**src/rtl/jtframe_rq_arbiter.sv**
```systemverilog
// Round-robin arbiter granting one of three SDRAM request slots to a single-access controller.
// Grant 1 cycle after req; din_ok overlaps the granted slot's we for one cycle; watchdog aborts stuck reads.
module jtframe_rq_arbiter #(
  parameter int TIMEOUT = 255
) (
  input  logic        clk,
  input  logic        rst,
  input  logic        slot0_req,
  input  logic        slot1_req,
  input  logic        slot2_req,
  input  logic        slot0_rnw,
  input  logic        slot1_rnw,
  input  logic        slot2_rnw,
  input  logic [21:0] slot0_addr,
  input  logic [21:0] slot1_addr,
  input  logic [21:0] slot2_addr,
  input  logic [15:0] slot0_wrdata,
  input  logic [15:0] slot1_wrdata,
  input  logic [15:0] slot2_wrdata,
  output logic        slot0_we,
  output logic        slot1_we,
  output logic        slot2_we,
  output logic [31:0] din,
  output logic        din_ok,
  output logic        sdram_req,
  output logic        sdram_rnw,
  output logic [21:0] sdram_addr,
  output logic [15:0] sdram_wrdata,
  input  logic        sdram_ack,
  input  logic        sdram_rdy,
  input  logic [31:0] sdram_dout,
  output logic        timeout_err
);

  typedef enum logic [1:0] {IDLE, WAIT_ACK, WAIT_DATA, DONE} state_t;

  state_t      state_q;
  logic [1:0]  last_q;
  logic [2:0]  we_q;
  logic [7:0]  wdog_q;
  logic [31:0] din_q;
  logic        din_ok_q;
  logic        req_q;
  logic        rnw_q;
  logic [21:0] addr_q;
  logic [15:0] wrdata_q;
  logic        err_q;

  logic [2:0]  req_w;
  logic [2:0]  rnw_w;
  logic [21:0] addr_w [3];
  logic [15:0] wrdata_w [3];
  logic [1:0]  cand1_w, cand2_w, pick_w;
  logic        pick_vld_w;

  assign req_w       = {slot2_req, slot1_req, slot0_req};
  assign rnw_w       = {slot2_rnw, slot1_rnw, slot0_rnw};
  assign addr_w[0]   = slot0_addr;
  assign addr_w[1]   = slot1_addr;
  assign addr_w[2]   = slot2_addr;
  assign wrdata_w[0] = slot0_wrdata;
  assign wrdata_w[1] = slot1_wrdata;
  assign wrdata_w[2] = slot2_wrdata;

  // Search order starts just after the last winner and ends on the last winner itself.
  assign cand1_w = (last_q == 2'd2) ? 2'd0 : last_q + 2'd1;
  assign cand2_w = (cand1_w == 2'd2) ? 2'd0 : cand1_w + 2'd1;

  always_comb begin
    pick_vld_w = 1'b1;
    pick_w     = last_q;
    if (req_w[cand1_w])      pick_w = cand1_w;
    else if (req_w[cand2_w]) pick_w = cand2_w;
    else if (req_w[last_q])  pick_w = last_q;
    else                     pick_vld_w = 1'b0;
  end

  always_ff @(posedge clk or posedge rst) begin
    if (rst) begin
      state_q  <= IDLE;
      last_q   <= 2'd2;
      we_q     <= 3'b000;
      wdog_q   <= 8'd0;
      din_q    <= 32'd0;
      din_ok_q <= 1'b0;
      req_q    <= 1'b0;
      rnw_q    <= 1'b0;
      addr_q   <= 22'd0;
      wrdata_q <= 16'd0;
      err_q    <= 1'b0;
    end else begin
      case (state_q)
        IDLE: begin
          if (pick_vld_w) begin
            req_q    <= 1'b1;
            rnw_q    <= rnw_w[pick_w];
            addr_q   <= addr_w[pick_w];
            wrdata_q <= wrdata_w[pick_w];
            we_q     <= 3'b001 << pick_w;
            last_q   <= pick_w;
            state_q  <= WAIT_ACK;
          end
        end
        WAIT_ACK: begin
          if (sdram_ack) begin
            req_q  <= 1'b0;
            wdog_q <= 8'd0;
            if (sdram_rdy) begin
              din_q    <= sdram_dout;
              din_ok_q <= 1'b1;
              state_q  <= DONE;
            end else begin
              state_q  <= WAIT_DATA;
            end
          end
        end
        WAIT_DATA: begin
          // rdy wins over an expiring watchdog in the same cycle.
          if (sdram_rdy) begin
            din_q    <= sdram_dout;
            din_ok_q <= 1'b1;
            state_q  <= DONE;
          end else if (wdog_q == 8'(TIMEOUT - 1)) begin
            din_q    <= 32'hFFFF_FFFF;
            din_ok_q <= 1'b1;
            err_q    <= 1'b1;
            state_q  <= DONE;
          end else begin
            wdog_q <= wdog_q + 8'd1;
          end
        end
        DONE: begin
          din_ok_q <= 1'b0;
          we_q     <= 3'b000;
          state_q  <= IDLE;
        end
        default: state_q <= IDLE;
      endcase
    end
  end

  assign slot0_we     = we_q[0];
  assign slot1_we     = we_q[1];
  assign slot2_we     = we_q[2];
  assign din          = din_q;
  assign din_ok       = din_ok_q;
  assign sdram_req    = req_q;
  assign sdram_rnw    = rnw_q;
  assign sdram_addr   = addr_q;
  assign sdram_wrdata = wrdata_q;
  assign timeout_err  = err_q;

endmodule

```
**config.mk**
```make
export PLATFORM = sky130hd
export DESIGN_NAME = jtframe_rq_arbiter
export DESIGN_NICKNAME = d
export VERILOG_FILES = /design/src/rtl/jtframe_rq_arbiter.sv
export SDC_FILE = /design/constraint.sdc
export NUM_CORES = 1
export LEC_CHECK = 0
export BUFFER_PORTS_ARGS = -buffer_cell sky130_fd_sc_hd__buf_2
export CAP_MARGIN = 20
export CORE_MARGIN = 2
export CORE_UTILIZATION = 35
export DETAILED_ROUTE_END_ITERATION = 10
export MAX_ROUTING_LAYER = met4
export SYNTH_ARGS = -nofsm -noshare
export SYNTH_HDL_FRONTEND = slang
export SYNTH_SLANG_ARGS = --single-unit
```
**constraint.sdc**
```tcl
create_clock -name clk -period 5.9 [get_ports clk]
set_input_delay 0.59 -clock clk [delete_from_list [all_inputs] [get_ports clk]]
set_output_delay 0.59 -clock clk [all_outputs]
set_load 0.01 [all_outputs]
```
==> metrics.txt <==
# TYPE chip_impl_metric gauge
chip_impl_info{name="status",value="finished, violations left"} 1
chip_impl_info{name="failed_checks",value="DRC"} 1
chip_impl_metric{name="cts_inserted_buffers",unit=""} 9
chip_impl_metric{name="ys_ff_latch",unit=""} 89
chip_impl_metric{name="yosys.area_share.simple",unit="%"} 13.61
chip_impl_metric{name="synth_fa_ha_area_share",unit="%"} 1.610
chip_impl_metric{name="vias_per_cell",unit=""} 5.385
chip_impl_metric{name="fin_crit_sh",unit="%"} 41.07
chip_impl_metric{name="yosys_warnings",unit=""} 0
chip_impl_info{name="unrepaired_setup_endpoints_after_global_routing",value="false"} 1
chip_impl_metric{name="post_synth_xor_area_fraction",unit="%"} 0
chip_impl_info{name="path_class",value="in2reg"} 1
chip_impl_metric{name="cts-htree-levels",unit=""} 3
chip_impl_metric{name="ys_types",unit=""} 44
chip_impl_metric{name="num_io_pins",unit=""} 233
chip_impl_metric{name="coreArea",unit="µm²"} 13140
chip_impl_info{name="hold_path.class",value="in2async"} 1
chip_impl_metric{name="effective_utilization_at_floorplan",unit="%"} 35.49
chip_impl_metric{name="share_of_post_route_cells_with_drive_strength_above_1",unit="%"} 39.59
chip_impl_metric{name="syn-instance-count",unit=""} 464
chip_impl_metric{name="tightest_slew",unit="ps"} 684.1
chip_impl_metric{name="fill_cells",unit=""} 1290
chip_impl_metric{name="drt_wl_total",unit="µm"} 14050
chip_impl_metric{name="clkPwrFrac",unit="%"} 18.0
chip_impl_info{name="critical_path.startpoint",value="slot0_req"} 1
chip_impl_metric{name="cp.required",unit="ps"} 6100
chip_impl_info{name="synthFlopType",value="sky130_fd_sc_hd__dfrtp_1"} 1
chip_impl_metric{name="clkSinkCount",unit=""} 89
chip_impl_metric{name="clock_insertion_delay_worst_skew",unit="ps"} 350
chip_impl_metric{name="grt_use_total",unit="%"} 19.95
chip_impl_metric{name="max_freq",unit="GHz"} 0.4127
chip_impl_metric{name="multi_input_area",unit="µm²"} 2090
chip_impl_metric{name="cts-hold-fix-buffers",unit=""} 0
chip_impl_metric{name="cts_setup_buffers",unit=""} 0
chip_impl_metric{name="hpwl",unit="µm"} 9985
chip_impl_metric{name="finalSetupViolations",unit=""} 0
chip_impl_metric{name="power_frac_comb",unit="%"} 47.2
chip_impl_metric{name="drt-wirelength-per-cell",unit="µm"} 16.37
chip_impl_metric{name="drc_errors",unit=""} 7
chip_impl_metric{name="peakVddDrop",unit="mV"} 0.2047
chip_impl_metric{name="finish.net_count",unit=""} 840
chip_impl_metric{name="grt_overflow",unit=""} 0
chip_impl_metric{name="slew_headroom",unit="%"} 54.34
chip_impl_metric{name="drt_first_pass_iters",unit=""} 11
chip_impl_metric{name="fin_worst_skew",unit="ps"} 8.082
chip_impl_metric{name="drtIter0Drc",unit=""} 361
chip_impl_metric{name="vias",unit=""} 4620
chip_impl_metric{name="post_cts.resized_instances",unit=""} 0
chip_impl_metric{name="proportion_of_synthesized_area_in_mux_cells",unit="%"} 0.7246
chip_impl_metric{name="row_count",unit=""} 42
chip_impl_metric{name="antenna_cells_inserted",unit=""} 0
chip_impl_metric{name="final.setup.tns",unit="ps"} 0
chip_impl_info{name="cts_tree",value="done"} 1
chip_impl_metric{name="vias_in_the_first_global_route",unit=""} 4434
chip_impl_metric{name="grt_pass1_wl",unit="µm"} 22000
chip_impl_metric{name="grt_start_max_net_pins",unit=""} 61
chip_impl_metric{name="final_max_slew_viol_count",unit=""} 0
chip_impl_metric{name="min_period",unit="ps"} 2423
chip_impl_metric{name="synth_area",unit="µm²"} 4662
chip_impl_metric{name="total_leakage_power",unit="nW"} 3.052
chip_impl_metric{name="layout-area-overhead-vs-synth",unit="%"} 34.11
chip_impl_metric{name="die_height",unit="µm"} 119.4
chip_impl_metric{name="worst-endpoint-arrival",unit="ps"} 2620
chip_impl_metric{name="antenna_violating_nets_post_route",unit=""} 0
chip_impl_info{name="synth_top_family_by_area",value="compound AO/OA/AOI/OAI gates"} 1
chip_impl_metric{name="clockBufferDepth",unit=""} 2
chip_impl_metric{name="cellPowerDensity",unit="nW/µm²"} 484.0
chip_impl_metric{name="hold_viol_final",unit=""} 0
chip_impl_metric{name="p_int",unit="mW"} 1.789
chip_impl_metric{name="power.share.switching",unit="%"} 40.88
chip_impl_metric{name="synth_enable_flop_cells",unit=""} 0
chip_impl_metric{name="io_buffers",unit=""} 232
chip_impl_metric{name="number_of_antenna_violations_at_the_first_check_in_global_routing",unit=""} 0
chip_impl_metric{name="synth-compound-area-share",unit="%"} 28.74
chip_impl_metric{name="die_area",unit="µm²"} 14260
chip_impl_metric{name="ys_async_sr_fraction",unit="%"} 100.0
chip_impl_metric{name="gpl.final_weighted_congestion",unit=""} 0.8165
chip_impl_info{name="critical_path.reg2reg.startpoint",value="state_q[0]"} 1
chip_impl_metric{name="path_clk_slew",unit="ps"} 70
chip_impl_metric{name="syn_nets",unit=""} 626
chip_impl_metric{name="yosysSeqAreaShare",unit="%"} 47.80
chip_impl_metric{name="postSynthAreaPerCell",unit="µm²"} 10.05
chip_impl_metric{name="power.share.sequential",unit="%"} 34.9
chip_impl_info{name="cp-start-kind",value="input pin"} 1
chip_impl_metric{name="power_switching",unit="mW"} 1.237
chip_impl_info{name="final_cell_mix",value="sky130_fd_sc_hd__buf_2, sky130_fd_sc_hd__dfrtp_1, sky130_fd_sc_hd__nand2_1"} 1
chip_impl_metric{name="layout.area.seq",unit="µm²"} 2228
chip_impl_metric{name="chipWidth",unit="µm"} 119.4
chip_impl_metric{name="timing.reg2reg.setup_slack",unit="ps"} 3570
chip_impl_metric{name="critical_path.max_fanout",unit=""} 45
chip_impl_info{name="most_frequent_standard_cell_in_the_layout_excluding_fill_and_tap_cells",value="sky130_fd_sc_hd__buf_2"} 1
chip_impl_info{name="clock_tree.root_cell",value="sky130_fd_sc_hd__clkbuf_16"} 1
chip_impl_metric{name="fin_total_pwr",unit="mW"} 3.026
chip_impl_metric{name="cap_viol_max_count",unit=""} 0
chip_impl_info{name="cp-end-kind",value="flop"} 1
[stage by stage]
stage | cell area (µm²) | hold slack, ps | setup WS [ps] | instances | utilization (%)
after floorplan | 4662 | 493.2 | 3005 | 464 | -
after global placement | 5941 | 444.7 | 3095 | 841 | 45.22
after detailed placement | 5941 | 450.3 | 2982 | 841 | 45.22
after CTS | 6217 | 339.1 | 2967 | 856 | 47.32
after global routing | 6252 | 361.2 | 3268 | 858 | 47.59
final | 6252 | 312.4 | 3477 | 858 | 47.59
[synth_stat cells, types with 4 or more instances]
cell type / n / area [µm²]
sky130_fd_sc_hd__o221ai_1: 39 / 341.6
sky130_fd_sc_hd__or4_1: 4 / 30.03
sky130_fd_sc_hd__o22a_1: 32 / 280.3
sky130_fd_sc_hd__ha_1: 6 / 75.07
sky130_fd_sc_hd__o21ai_0: 5 / 25.02
sky130_fd_sc_hd__a21oi_1: 14 / 70.07
sky130_fd_sc_hd__dfrtp_1: 88 / 2202
sky130_fd_sc_hd__nor2_1: 4 / 15.01
sky130_fd_sc_hd__o31ai_1: 7 / 52.55
sky130_fd_sc_hd__nand3_1: 6 / 30.03
sky130_fd_sc_hd__inv_1: 50 / 187.7
sky130_fd_sc_hd__and2_1: 40 / 250.2
sky130_fd_sc_hd__a31oi_1: 4 / 25.02
sky130_fd_sc_hd__a222oi_1: 39 / 390.4
sky130_fd_sc_hd__clkbuf_1: 21 / 78.83
sky130_fd_sc_hd__nand2_1: 55 / 206.5
sky130_fd_sc_hd__buf_2: 15 / 75.07
[area by class of cell]
cell class                 instances  share of cell area [%]
clock buffer                       9                   3.602
tap                              176                   3.522
clock inverter                     6                  0.8205
sequential                        89                   35.64
multi-input combinational        287                   33.42
timing repair buffer             241                   19.97
inverter                          50                   3.022
[routing by layer]
layer | global-route usage (%) | share of wire, % | vias to the layer above
li1 | - | - | 2190
met1 | 24.58 | 42 | 2243
met2 | 32.58 | 51 | 165
met3 | 4.119 | 5.8 | 22
met4 | 7.353 | 1.8 | 0
met5 | - | 0 | -
[worst paths after layout]
| check | end | cells after the start |
|---|---|---|
| max | sdram_wrdata[10] | 6 |
| min | sdram_addr[14] | 2 |
| min in group clk | timeout_err | 1 |
| min reg2reg | timeout_err | 1 |
| max reg2reg | sdram_wrdata[13] | 5 |
| max in group asynchronous | din[7] | 3 |
[registers in the layout, indices dropped and copies added, names as in the netlist]
register	flops
din	32
sdram_req	1
sdram_wrdata	16
last_q	2
we_q	3
sdram_addr	22
wdog_q	8
timeout_err	1
din_ok	1
state_q	2
sdram_rnw	1
[logic make-up (layout without fill, tap and decap cells)]
| logic type | Yosys count | in the layout |
|---|---|---|
| AOI/OAI and AO/OA | 154 | 154 |
| and+or+nand+nor | 124 | 124 |
| muxes | 3 | 3 |
| buffers and inverters | 88 | 306 |
| adders and majority gates | 6 | 6 |
| DFF | 89 | 89 |
[power groups by stage]
stage | clock network (mW) | registers (mW) | logic (mW)
2_1_floorplan | 0 | 1.16 | 0.809
3_3_place_gp | 0 | 1.05 | 1.38
3_5_place_dp | 0 | 1.06 | 1.42
4_1_cts | 0.561 | 1.06 | 1.42
5_1_grt | 0.585 | 1.09 | 1.58
6_report | 0.544 | 1.06 | 1.43
[critical path, cell delays in order]
cell                       delay, ps
sky130_fd_sc_hd__buf_2           510
sky130_fd_sc_hd__nor2_1          270
sky130_fd_sc_hd__a32o_1          450
sky130_fd_sc_hd__buf_4           290
sky130_fd_sc_hd__a222oi_1        300
sky130_fd_sc_hd__o221ai_1        180
(Power assumes the default switching activity.)
